--- src/rtl/csm51a_window_fn.sv ---
// csm51a_window_fn
//   Sliding-window Boolean function evaluator. Serial bits shift into a
//   WIDTH-bit window that indexes a 2^WIDTH-entry truth table. The table can
//   be reloaded serially at run time and swaps in atomically. A saturating
//   counter tracks how many evaluations returned 1. The reset table computes
//   z = x2'x1'x0 + x1x0' (x0 newest).
//
// Ports
//   clk          rising-edge clock
//   rst          synchronous active-high reset
//   x_in         serial data bit, accepted when x_valid=1
//   x_valid      accept strobe (no backpressure)
//   tt_start     one-cycle pulse that begins or restarts a table load
//   tt_bit       table bit, entry TT_N-1 first down to entry 0
//   tt_bit_valid qualifies tt_bit, honoured only while loading
//   cnt_clr      clears match_count (wins over a coincident increment)
//   z            registered evaluation result
//   z_valid      one-cycle pulse marking a new z once the window is full
//   loading      high while a table load is in progress
//   match_count  saturating count of z_valid cycles with z=1
//   window       current window, window[0] is the newest bit
module csm51a_window_fn #(
  parameter int unsigned               WIDTH      = 3,
  parameter logic [(2**WIDTH)-1:0]     DEFAULT_TT = 8'h46,
  parameter int unsigned               CNT_W      = 8
) (
  input  logic             clk,
  input  logic             rst,
  input  logic             x_in,
  input  logic             x_valid,
  input  logic             tt_start,
  input  logic             tt_bit,
  input  logic             tt_bit_valid,
  input  logic             cnt_clr,
  output logic             z,
  output logic             z_valid,
  output logic             loading,
  output logic [CNT_W-1:0] match_count,
  output logic [WIDTH-1:0] window
);

  localparam int unsigned TT_N   = 2**WIDTH;
  localparam int unsigned FILL_W = $clog2(WIDTH + 1);

  typedef enum logic {IDLE, LOAD} state_t;

  state_t            state;
  logic [TT_N-1:0]   active_tt;
  logic [TT_N-1:0]   shadow;
  logic [WIDTH-1:0]  bit_cnt;
  logic [FILL_W-1:0] fill;

  logic [WIDTH-1:0]  window_next;
  logic              z_next;
  logic              full_next;
  logic [TT_N-1:0]   shadow_merged;

  always_comb begin
    window_next   = {window[WIDTH-2:0], x_in};
    z_next        = active_tt[window_next];
    // The window is full after this accept if WIDTH-1 or more were already in.
    full_next     = (fill >= FILL_W'(WIDTH - 1));
    // Final bit (entry 0) is merged directly so the commit needs no extra cycle.
    shadow_merged = {shadow[TT_N-1:1], tt_bit};
  end

  always_ff @(posedge clk) begin
    if (rst) begin
      window      <= '0;
      fill        <= '0;
      z           <= 1'b0;
      z_valid     <= 1'b0;
      match_count <= '0;
      loading     <= 1'b0;
      state       <= IDLE;
      active_tt   <= DEFAULT_TT;
      shadow      <= '0;
      bit_cnt     <= '0;
    end else begin
      z_valid <= 1'b0;

      if (x_valid) begin
        window  <= window_next;
        z       <= z_next;
        z_valid <= full_next;
        if (fill != FILL_W'(WIDTH)) begin
          fill <= fill + 1'b1;
        end
      end

      if (cnt_clr) begin
        match_count <= '0;
      end else if (x_valid && full_next && z_next && (match_count != '1)) begin
        match_count <= match_count + 1'b1;
      end

      // active_tt is only written here with a non-blocking assignment, so an
      // accept on the commit edge still evaluates against the old table.
      case (state)
        IDLE: begin
          if (tt_start) begin
            state   <= LOAD;
            loading <= 1'b1;
            bit_cnt <= '1;
            shadow  <= '0;
          end
        end
        LOAD: begin
          if (tt_start) begin
            bit_cnt <= '1;
            shadow  <= '0;
          end else if (tt_bit_valid) begin
            shadow[bit_cnt] <= tt_bit;
            if (bit_cnt == '0) begin
              active_tt <= shadow_merged;
              state     <= IDLE;
              loading   <= 1'b0;
            end else begin
              bit_cnt <= bit_cnt - 1'b1;
            end
          end
        end
        default: begin
          state   <= IDLE;
          loading <= 1'b0;
        end
      endcase
    end
  end

endmodule

--- config.mk ---
export PLATFORM = sky130hd
export DESIGN_NAME = csm51a_window_fn
export DESIGN_NICKNAME = d
export VERILOG_FILES = /design/src/rtl/csm51a_window_fn.sv
export SDC_FILE = /design/constraint.sdc
export NUM_CORES = 1
export LEC_CHECK = 0
export ABC_AREA = 1
export CELL_PAD_IN_SITES_DETAIL_PLACEMENT = 1
export CELL_PAD_IN_SITES_GLOBAL_PLACEMENT = 1
export CORE_AREA = 5 5 71 73
export CTS_CLUSTER_SIZE = 10
export DETAILED_ROUTE_END_ITERATION = 10
export DIE_AREA = 0 0 76 78
export DONT_BUFFER_PORTS = 1
export MAX_ROUTING_LAYER = met4
export PLACE_DENSITY = 0.72
export SLEW_MARGIN = 15
export SYNTH_ARGS = -nofsm -noshare
export SYNTH_HDL_FRONTEND = slang
export SYNTH_SLANG_ARGS = --single-unit
--- constraint.sdc ---
create_clock -name clk -period 1.65 [get_ports clk]
set_clock_uncertainty 0.05 [all_clocks]
set_input_delay 0.33 -clock clk [delete_from_list [all_inputs] [get_ports clk]]
set_output_delay 0.33 -clock clk [all_outputs]
set_load 0.02 [all_outputs]
==> results of run 1 <==
==> Yosys cell counts <==
cell      count
o21ai_0      23
clkbuf_1      2
inv_1        23
nand4_1       3
ha_1          7
nor3_1        8
inv_2         4
inv_4         1
nand3_1      16
xnor2_1       2
o22ai_1       1
o21bai_4      1
nor2_2        1
nand3b_2      1
nand2_4       1
nand2_2       3
a21oi_1      27
dfxtp_1      35
xor2_1        3
nand2_1      52
nor2_1       17
nand2_8       1
==> final timing paths <==
check	startpoint	to	slack (ns)	depth (start not counted)
max	bit_cnt[0]	bit_cnt[0]	0.14	7
min	rst	shadow[6]	0.05	1
max reg2reg	bit_cnt[0]	bit_cnt[0]	0.14	7
min reg2reg	shadow[5]	shadow[5]	0.41	2
==> routing by layer <==
metal | global-route usage, % | vias up | share of wire (%)
met3 | 4.05 | 6 | 3.8
met4 | 6.94 | 0 | 1.8
li1 | - | 800 | -
met1 | 19.0 | 685 | 48
met2 | 23.4 | 19 | 46
met5 | - | - | 0
==> state kept, by name, indices dropped and copies added, names as in the netlist <==
register     count
active_tt        8
window           3
fill             2
loading          1
bit_cnt          3
z                1
state            1
z_valid          1
match_count      8
shadow           7
==> logic make-up after synthesis <==
logic type | count (synthesis)
AOI/OAI and AO/OA | 52
xor gates and xnor gates | 5
adders and majority gates | 7
buffers and inverters | 30
DFF | 35
and+or+nand+nor | 103
==> stage by stage <==
stage                     cells  utilization, %  power (mW)
after floorplan             232               -        1.10
after global placement      294            42.7        1.15
after detailed placement    294            42.7        1.16
after CTS                   302            45.5        1.98
after global routing        304            45.9        2.05
final                       304            45.9        1.95
==> where the power goes <==
group          internal (mW)  total (mW)  switching [mW]
registers              0.878       0.917          0.0385
clock network          0.489       0.814           0.325
logic                 0.0790       0.224           0.145
==> layout by cell type (no fill, tap or decap), drive strengths merged <==
cell type,Yosys,final
nand3,16,16
clkinv,0,1
buf,0,13
a21oi,27,27
bufinv,0,1
o21ai,23,23
nand4,3,3
dfxtp,35,35
nor2,18,18
o22ai,1,1
o21bai,1,1
nor3,8,8
clkbuf,2,6
xnor2,2,2
nand2,57,58
nand3b,1,1
inv,28,28
xor2,3,3
ha,7,7
==> worst max-delay path: stages, from the launching register on <==
cell and delay (ns):
dfxtp_2 0.38, inv_1 0.12, ha_1 0.21, nand2_1 0.11, o22ai_1 0.09, nor2_1 0.19, o21ai_0 0.13, a21oi_1 0.17
==> area by class of cell <==
type                    instances  area (sq um)
flip-flops and latches         35           703
clock buffers                   6          82.6
fillers                       570          2320
inverters                      28           108
repair buffers                 13          97.6
clock inverters                 2          35.0
well taps                      52          65.1
multi-input cells             168           878
==> timing repair <==
item,in CTS,in global routing
endpoints found under the setup margin,0,9
hold endpoints to repair,0,0
buffers inserted,0,1
resized for setup,0,3
==> summary.md, run 1 <==
| Metric | Value |
|---|---|
| Post-cts hold buffer count | `0` |
| Post-route minimum period | `~1.5 ns` |
| Area growth syn-to-layout | `16.7%` |
| Sequential share of the synthesized area | `just over 40%` |
| CTS max path bufs | `2` |
| Largest net degree at the start of global routing | `16` |
| Slew Viols, Final | `0` |
| Global-route wire length before repair | `7220 um` |
| Worst slew margin | `71.2%` |
| Critical path capture point type | `flop` |
| F_max | `roughly 0.66 GHz` |
| Setup Total Neg Slack | `0 ns` |
| CP arrival | `between 1.5 and 2 ns` |
| Die Span Y | `78 um` |
| Syn avg cell area | `7.28 sq um` |
| Mapped cell area | `1690 sq um` |
| Die area | `around 5900 sq um` |
| DRC | `0` |
| Hold WS | `around 0.047 ns` |
| Largest area contributor in the netlist | `dfxtp_1` |
| Clk slew on worst S/H paths | `around 0.080 ns` |
| Worst path required time | `between 1.5 and 2 ns` |
| Mux cell area share after synthesis | `0%` |
| Synth Area in Compound Gates | `16.3%` |
| Routed Antenna Nets | `0` |
| Clk sinks | `35` |
| Peak VDD IR | `0.493 mV` |
| Worst Max-Slew Pin Slew | `between 0.4 and 0.5 ns` |
| Final Setup Violations | `0` |
| Iteration-0 DRC Markers | `49` |
| Outcome | `complete, no violations` |
| Post-DP HPWL | `around 3000 um` |
| Starting density of the core | `roughly 40%` |
| Synth top area cells | `dfxtp_1 42%, nand2_1 12%, a21oi_1 8.0%` |
| ANT cells | `0` |
| Avg Vias per Cell | `between 4 and 5` |
| Critical Path Start Type | `flop` |
| Fin worst setup slack | `approximately 0.14 ns` |
| Main combinational cell family by area after synthesis | `simple AND/OR/NAND/NOR gates` |
| Die Width | `between 70 and 80 um` |
| Row cnt | `24` |
| Drt pass-1 iters | `4` |
| CP Class | `flop to flop` |
| Routed WL per cell | `between 10 and 15 um` |
| CP Max Fanout | `6` |
| Share of cells above drive strength 1 | `between 10% and 20%` |
| # IOs | `22` |
| Drt total wl | `4130 um` |
| Post-Syn Nets | `roughly 250` |
| CTS tree | `built` |
| Synth top area share | `about 42%` |
| Pre-CTS setup slack | `approximately 0.095 ns` |
| Initial antenna violation count | `0` |
| Root Buffer | `clkbuf_8` |
| Synth Warn # | `0` |
| Endpoints failing hold | `0` |
| Worst min path class | `primary input to flop` |
| Cell count after synthesis | `232` |
| Via count | `between 1,500 and 2,000` |
| #FFs+latches synth | `35` |
| PortBufs | `0` |
| Period utilization | `91.6%` |
| Post-synthesis xor/xnor area fraction | `2.59%` |
| RSZ-0062 raised after global routing | `false` |
| Power Density | `between 900 and 1000 nW/um^2` |
| Clk_lat worst skew | `0.29 ns` |
| Design area | `around 2000 sq um` |
| GRT overflow | `0` |
| Unique masters post-synth | `22` |
| Total CTS buffers | `5` |
| Placed Area | `approximately 1800 sq um` |
| Net count, final | `between 200 and 300` |
| Core area | `~4300 sq um` |
| Leak | `0.840 nW` |
| Max-cap violations | `0` |
| Post-Synth Simple-Gate Area | `about 28%` |
| Gr usage total | `15.4%` |
| H-tree depth | `2` |
| Placer congestion estimate | `about 0.74` |
| Number of global-route vias before repair | `approximately 1,500` |
| Synth Area in Adders | `between 5 and 6%` |
No activity file was read; power rests on OpenSTA's default activity.
==> run 2, diff against run 1 <==
Settings changed: CORE_AREA 5 5 71 73 to 5 5 68 70, DIE_AREA 0 0 76 78 to 0 0 73 75, PLACE_DENSITY 0.72 to 0.78.
Clock period 1.65 ns to 1.6 ns, I/O delays scaled along.
==> summary.md, run 2 (synthesis gave the netlist of run 1 again) <==
| Metric | Value |
|---|---|
| Outcome | `complete, no violations` |
| Crit path launch | `bit_cnt[0]` |
| Period utilization | `90.6% (-0.99 points)` |
| Critical path capture point type | `flop` |
| Die area | `5480 sq um (-7.6%)` |
| Hold WS | `0.0462 ns (-0.00114 ns)` |
| Net count, final | `267 (+0.38%)` |
| Die Width | `73 um (-3.9%)` |
| H-tree depth | `2 (unchanged)` |
| DRC | `0 (unchanged)` |
| Area growth syn-to-layout | `15.6%` |
| RSZ-0062 raised after global routing | `false` |
| CP arrival | `1.57 ns (-0.10 ns)` |
| Power, Total | `1.83 mW (-6.3%)` |
| Via count | `1,557 (+3.1%)` |
| Row cnt | `23 (-4.2%)` |
| Slew Viols, Final | `0 (unchanged)` |
| ANT cells | `0 (unchanged)` |
| Routed Antenna Nets | `0 (unchanged)` |
| Clk slew on worst S/H paths | `0.07 ns (about the same)` |
| Min-Delay Path Depth | `1 (unchanged)` |
| Hold Path Sink | `shadow[4]` |
| Drt pass-1 iters | `4 (unchanged)` |
| Root Buffer | `clkbuf_8` |
| Peak VDD IR | `0.607 mV (+23%)` |
| Top flop regs | `active_tt: 8 flops, match_count: 8 flops, shadow: 7 flops` |
| Worst min path class | `primary input to flop` |
| Design area | `1950 sq um (-0.95%)` |
| RR Endpoint | `active_tt[1]` |
| GRT overflow | `0 (unchanged)` |
| R2R setup slack | `0.15 ns (about the same)` |
| CP Buf/Inv Count | `2 (+1)` |
| Post-cts hold buffer count | `0 (unchanged)` |
| Gr usage total | `17.5% (+2.2 points)` |
| Top delay family on crit path | `flip-flops` |
| Placer congestion estimate | `0.831 (+12%)` |
| Global-route wire length before repair | `7160 um (-0.76%)` |
| Iteration-0 DRC Markers | `84 (+71%)` |
| Worst hold start | `rst` |
| PortBufs | `0 (unchanged)` |
| Leak | `0.835 nW (-0.55%)` |
| Worst slew margin | `73.2% (+2.0 points)` |
| F_max | `0.690 GHz (+4.3%)` |
| Initial antenna violation count | `0 (unchanged)` |
| # IOs | `22 (unchanged)` |
| Placed Cells | `294 (unchanged)` |
| Share of cells above drive strength 1 | `15.9% (+1.2 points)` |
| CP Max Fanout | `8 (+2)` |
| Pre-CTS setup slack | `0.0273 ns (-0.0674 ns)` |
| Critical Path Max Stage Delay | `0.38 ns (about the same)` |
| Endpoints failing hold | `0 (unchanged)` |
| Number of global-route vias before repair | `1,580 (+2.1%)` |
| Die Span Y | `75 um (-3.8%)` |
| Post-route minimum period | `1.45 ns (-0.0616 ns)` |
| Power Density | `938 nW/um^2 (-5.4%)` |
| Core area | `3910 sq um (-8.9%)` |
| Clk_lat worst skew | `0.28 ns (about the same)` |
| Worst path required time | `1.72 ns (-0.09 ns)` |
| CP max-delay cell | `dfxtp_2` |
| Non-Filler Instances | `302 (-0.66%)` |
| RR Startpoint | `bit_cnt[0]` |
| Clk sinks | `35 (unchanged)` |
| CTS max path bufs | `2 (unchanged)` |
| Total CTS buffers | `5 (unchanged)` |
| Final Setup Violations | `0 (unchanged)` |
| Max-cap violations | `0 (unchanged)` |
| Drt total wl | `4130 um (about the same)` |
| Largest net degree at the start of global routing | `16 (unchanged)` |
| Critical Path Start Type | `flop` |
| Placed Area | `1850 sq um (+0.68%)` |
| Worst Max-Slew Pin Slew | `0.401 ns (-0.0288 ns)` |
| CTS tree | `built` |
| Avg Vias per Cell | `5.16 (+3.8%)` |
| Reg2reg path depth | `8 (+1)` |
| Most common cell after layout, fill and taps aside | `nand2_1` |
| Starting density of the core | `43.1% (+3.8 points)` |
| Commonest non-fill, non-tap cells in the layout | `52 x nand2_1, 33 x dfxtp_1, 27 x a21oi_1, 22 x inv_1, 22 x o21ai_0` |
| Fin worst setup slack | `0.150 ns (+0.0116 ns)` |
| Routed WL per cell | `13.7 um (+0.56%)` |
| Post-DP HPWL | `3070 um (+0.55%)` |
| Fin util | `49.8% (+4.0 points)` |
| CP Class | `flop to flop` |
| Crit-path cells | `inv_1 > ha_1 > nand2_1 > nor2_1 > nand2_2 > inv_2 > a21oi_1 > o21ai_0` |
| Setup Total Neg Slack | `0 ns (unchanged)` |
-- run 2: final cells by class --
class,count,area (sq um)
clock buffers,6,82.6
clock inverters,1,5.00
fillers,525,1960
inverters,28,108
multi-input cells,167,877
flip-flops and latches,35,703
well taps,50,62.6
repair buffers,15,113
-- run 2: repair_timing --
| item | 4_1_cts | 5_1_grt |
|---|---|---|
| setup buffers | 0 | 1 |
| gates resized for setup | 0 | 6 |
| endpoints found under the setup margin | 0 | 11 |
-- run 2: where the power goes --
part	leakage (nW)	switching (mW)	internal [mW]
Sequential	0.286	0.0404	0.906
Combinational	0.503	0.152	0.0862
Clock	0.0470	0.308	0.338
-- run 2: how the worst max path moves through the flow --
stage,end,cells past startpoint
3_3_place_gp,active_tt[0],7
5_1_grt,active_tt[1],8
2_1_floorplan,match_count[3],9
4_1_cts,active_tt[0],7
3_5_place_dp,active_tt[0],7
6_report,active_tt[1],8
-- run 2: per-layer routing --
| metal | track usage, % | up-vias | routed length, um |
|---|---|---|---|
| met5 | - | - | 0 |
| met4 | 6.76 | 0 | 59 |
| met3 | 4.94 | 6 | 170 |
| met2 | 28.3 | 20 | 1910 |
| met1 | 20.7 | 727 | 1990 |
| li1 | - | 804 | - |
==> run 3, diff against run 2 <==
Settings changed: CELL_PAD_IN_SITES_DETAIL_PLACEMENT 1 to default, CELL_PAD_IN_SITES_GLOBAL_PLACEMENT 1 to default, CORE_AREA 5 5 68 70 to 5 5 59 61, DIE_AREA 0 0 73 75 to 0 0 64 66, TNS_END_PERCENT from default to 5.
==> summary.md, run 3 (synthesis gave the netlist of run 1 again) <==
| Metric | Value |
|---|---|
| Outcome | `complete, no violations` |
| Die Width | `64 um (-12%)` |
| CP arrival | `1.64 ns (+0.07 ns)` |
| Clk sinks | `35 (unchanged)` |
| Leak | `0.835 nW (about the same)` |
| Post-route minimum period | `1.44 ns (-0.00608 ns)` |
| Post-DP HPWL | `2510 um (-18%)` |
| R2R setup slack | `0.16 ns (about the same)` |
| Placed Cells | `276 (-6.1%)` |
| Int Pwr | `1.21 mW (-8.8%)` |
| Drt total wl | `3470 um (-16%)` |
| CTS tree | `built` |
| CTS max path bufs | `2 (unchanged)` |
| Critical path capture point type | `flop` |
| F_max | `0.693 GHz (+0.42%)` |
| Net count, final | `267 (unchanged)` |
| CP Max Fanout | `9 (+1)` |
| Endpoints failing hold | `0 (unchanged)` |
| ANT cells | `0 (unchanged)` |
| Top flop regs | `active_tt: 8 flops, match_count: 8 flops, shadow: 7 flops` |
| Max-cap violations | `0 (unchanged)` |
| Routed Antenna Nets | `0 (unchanged)` |
| Placer congestion estimate | `0.907 (+9.2%)` |
| Root Buffer | `clkbuf_4` |
| Critical Path Start Type | `flop` |
| Worst slew margin | `67.6% (-5.7 points)` |
| Starting density of the core | `57.6% (+15 points)` |
| Number of global-route vias before repair | `1,425 (-9.8%)` |
| Core area | `2930 sq um (-25%)` |
| H-tree depth | `2 (unchanged)` |
| Via count | `1,501 (-3.6%)` |
| Sw Pwr | `0.491 mW (-1.8%)` |
| CP Class | `flop to flop` |
| Final Setup Violations | `0 (unchanged)` |
| Total CTS buffers | `5 (unchanged)` |
| Filler cells | `262 (-50%)` |
| Die area | `4220 sq um (-23%)` |
| Most common cell after layout, fill and taps aside | `nand2_1` |
| Routed WL per cell | `12.1 um (-11%)` |
| # IOs | `22 (unchanged)` |
| Setup bufs post-CTS | `0 (unchanged)` |
| DRC | `0 (unchanged)` |
| Worst path required time | `1.80 ns (+0.08 ns)` |
| Clk pwr share | `30.4% (-4.9 points)` |
| Power, Total | `1.70 mW (-6.9%)` |
| Non-Filler Instances | `286 (-5.3%)` |
| Gr usage total | `18.6% (+1.1 points)` |
| Seq pwr share | `55.5% (+3.8 points)` |
| Row cnt | `20 (-13%)` |
| Comb pwr share | `14.1% (+1.1 points)` |
| Largest net degree at the start of global routing | `15 (-1)` |
| Slew Viols, Final | `0 (unchanged)` |
| Commonest non-fill, non-tap cells in the layout | `52 x nand2_1, 33 x dfxtp_1, 27 x a21oi_1, 23 x inv_1, 22 x o21ai_0` |
| Peak VDD IR | `0.716 mV (+18%)` |
| Die Span Y | `66 um (-12%)` |
| PortBufs | `0 (unchanged)` |
| Power Density | `889 nW/um^2 (-5.2%)` |
| Iteration-0 DRC Markers | `106 (+26%)` |
| Clk_lat worst skew | `0.34 ns (+0.06 ns)` |
| Clk slew on worst S/H paths | `0.11 ns (+0.04 ns)` |
| Area growth syn-to-layout | `13.5%` |
| Hold WS | `0.0238 ns (-0.0224 ns)` |
| Worst Max-Slew Pin Slew | `0.484 ns (+0.0835 ns)` |
| Avg Vias per Cell | `5.25 (+1.8%)` |
| Worst min path class | `primary input to flop` |
| Period utilization | `90.2% (-0.38 points)` |
| Drt pass-1 iters | `4 (unchanged)` |
| Share of cells above drive strength 1 | `14.6% (-1.2 points)` |
| Global-route wire length before repair | `6010 um (-16%)` |
| GRT overflow | `0 (unchanged)` |
| Net Sw Frac | `28.8% (+1.5 points)` |
| Initial antenna violation count | `0 (unchanged)` |
[run 3: changes by cell type in the layout (fill, tap and decap cells not counted), sizes merged]
cell | previous run | this run
clkbuf | 6 | 7
dlygate4sd3 | 0 | 2
buf | 15 | 13
[run 3: metal layers]
metal  track usage [%]  wire, um
met1              22.1      1630
met4              8.57        64
met2              29.4      1590
met3              4.93       190
met5                 -         0
[run 3: layout make-up]
class / count / area (sq um) / area share (%)
clock buffer: 7 / 55.1 / 2.87
inverter: 28 / 108 / 5.62
timing repair buffer: 15 / 118 / 6.14
sequential: 35 / 703 / 36.7
multi-input combinational: 167 / 882 / 46.0
clock inverter: 1 / 8.76 / 0.457
tap: 33 / 41.3 / 2.16
[run 3: worst max-delay path, stage by stage, from the launching register on]
cell and delay, ns:
dfxtp_2 0.36, inv_1 0.15, ha_1 0.17, nand2_1 0.10, nor2_2 0.18, nand2_4 0.11, o21ai_0 0.18, nor2_1 0.06
[run 3: stage by stage]
step / area, sq um / setup WS (ns) / util [%] / TNS, ns
6_report: 1920 / 0.156 / 65.4 / 0
5_1_grt: 1920 / -0.000192 / 65.4 / -0.000192
4_1_cts: 1900 / 0.0958 / 65.0 / 0
3_5_place_dp: 1820 / 0.113 / 62.1 / 0
3_3_place_gp: 1820 / 0.183 / 62.1 / 0
2_1_floorplan: 1690 / 0.102 / - / 0
[run 3: what timing repair did]
| item | 4_1_cts | 5_1_grt |
|---|---|---|
| hold buffers | 2 | 0 |
| endpoints found under the setup margin | 0 | 11 |
| endpoints found under the hold margin | 13 | 0 |
| gates resized for setup | 0 | 6 |
[run 3: worst paths after layout]
path | start | end | cells past startpoint
max | bit_cnt[1] | active_tt[4] | 7
min | rst | active_tt[1] | 2
min reg2reg | shadow[7] | shadow[7] | 2
max reg2reg | bit_cnt[1] | active_tt[4] | 7
[run 3: power by group through the flow]
stage                     sequential (mW)  combinational, mW  clock [mW]
after global routing                0.952              0.273       0.564
after detailed placement            0.965              0.225           0
after floorplan                     0.962              0.173           0
final                               0.946              0.240       0.518
after CTS                           0.945              0.234       0.529
after global placement              0.963              0.222           0
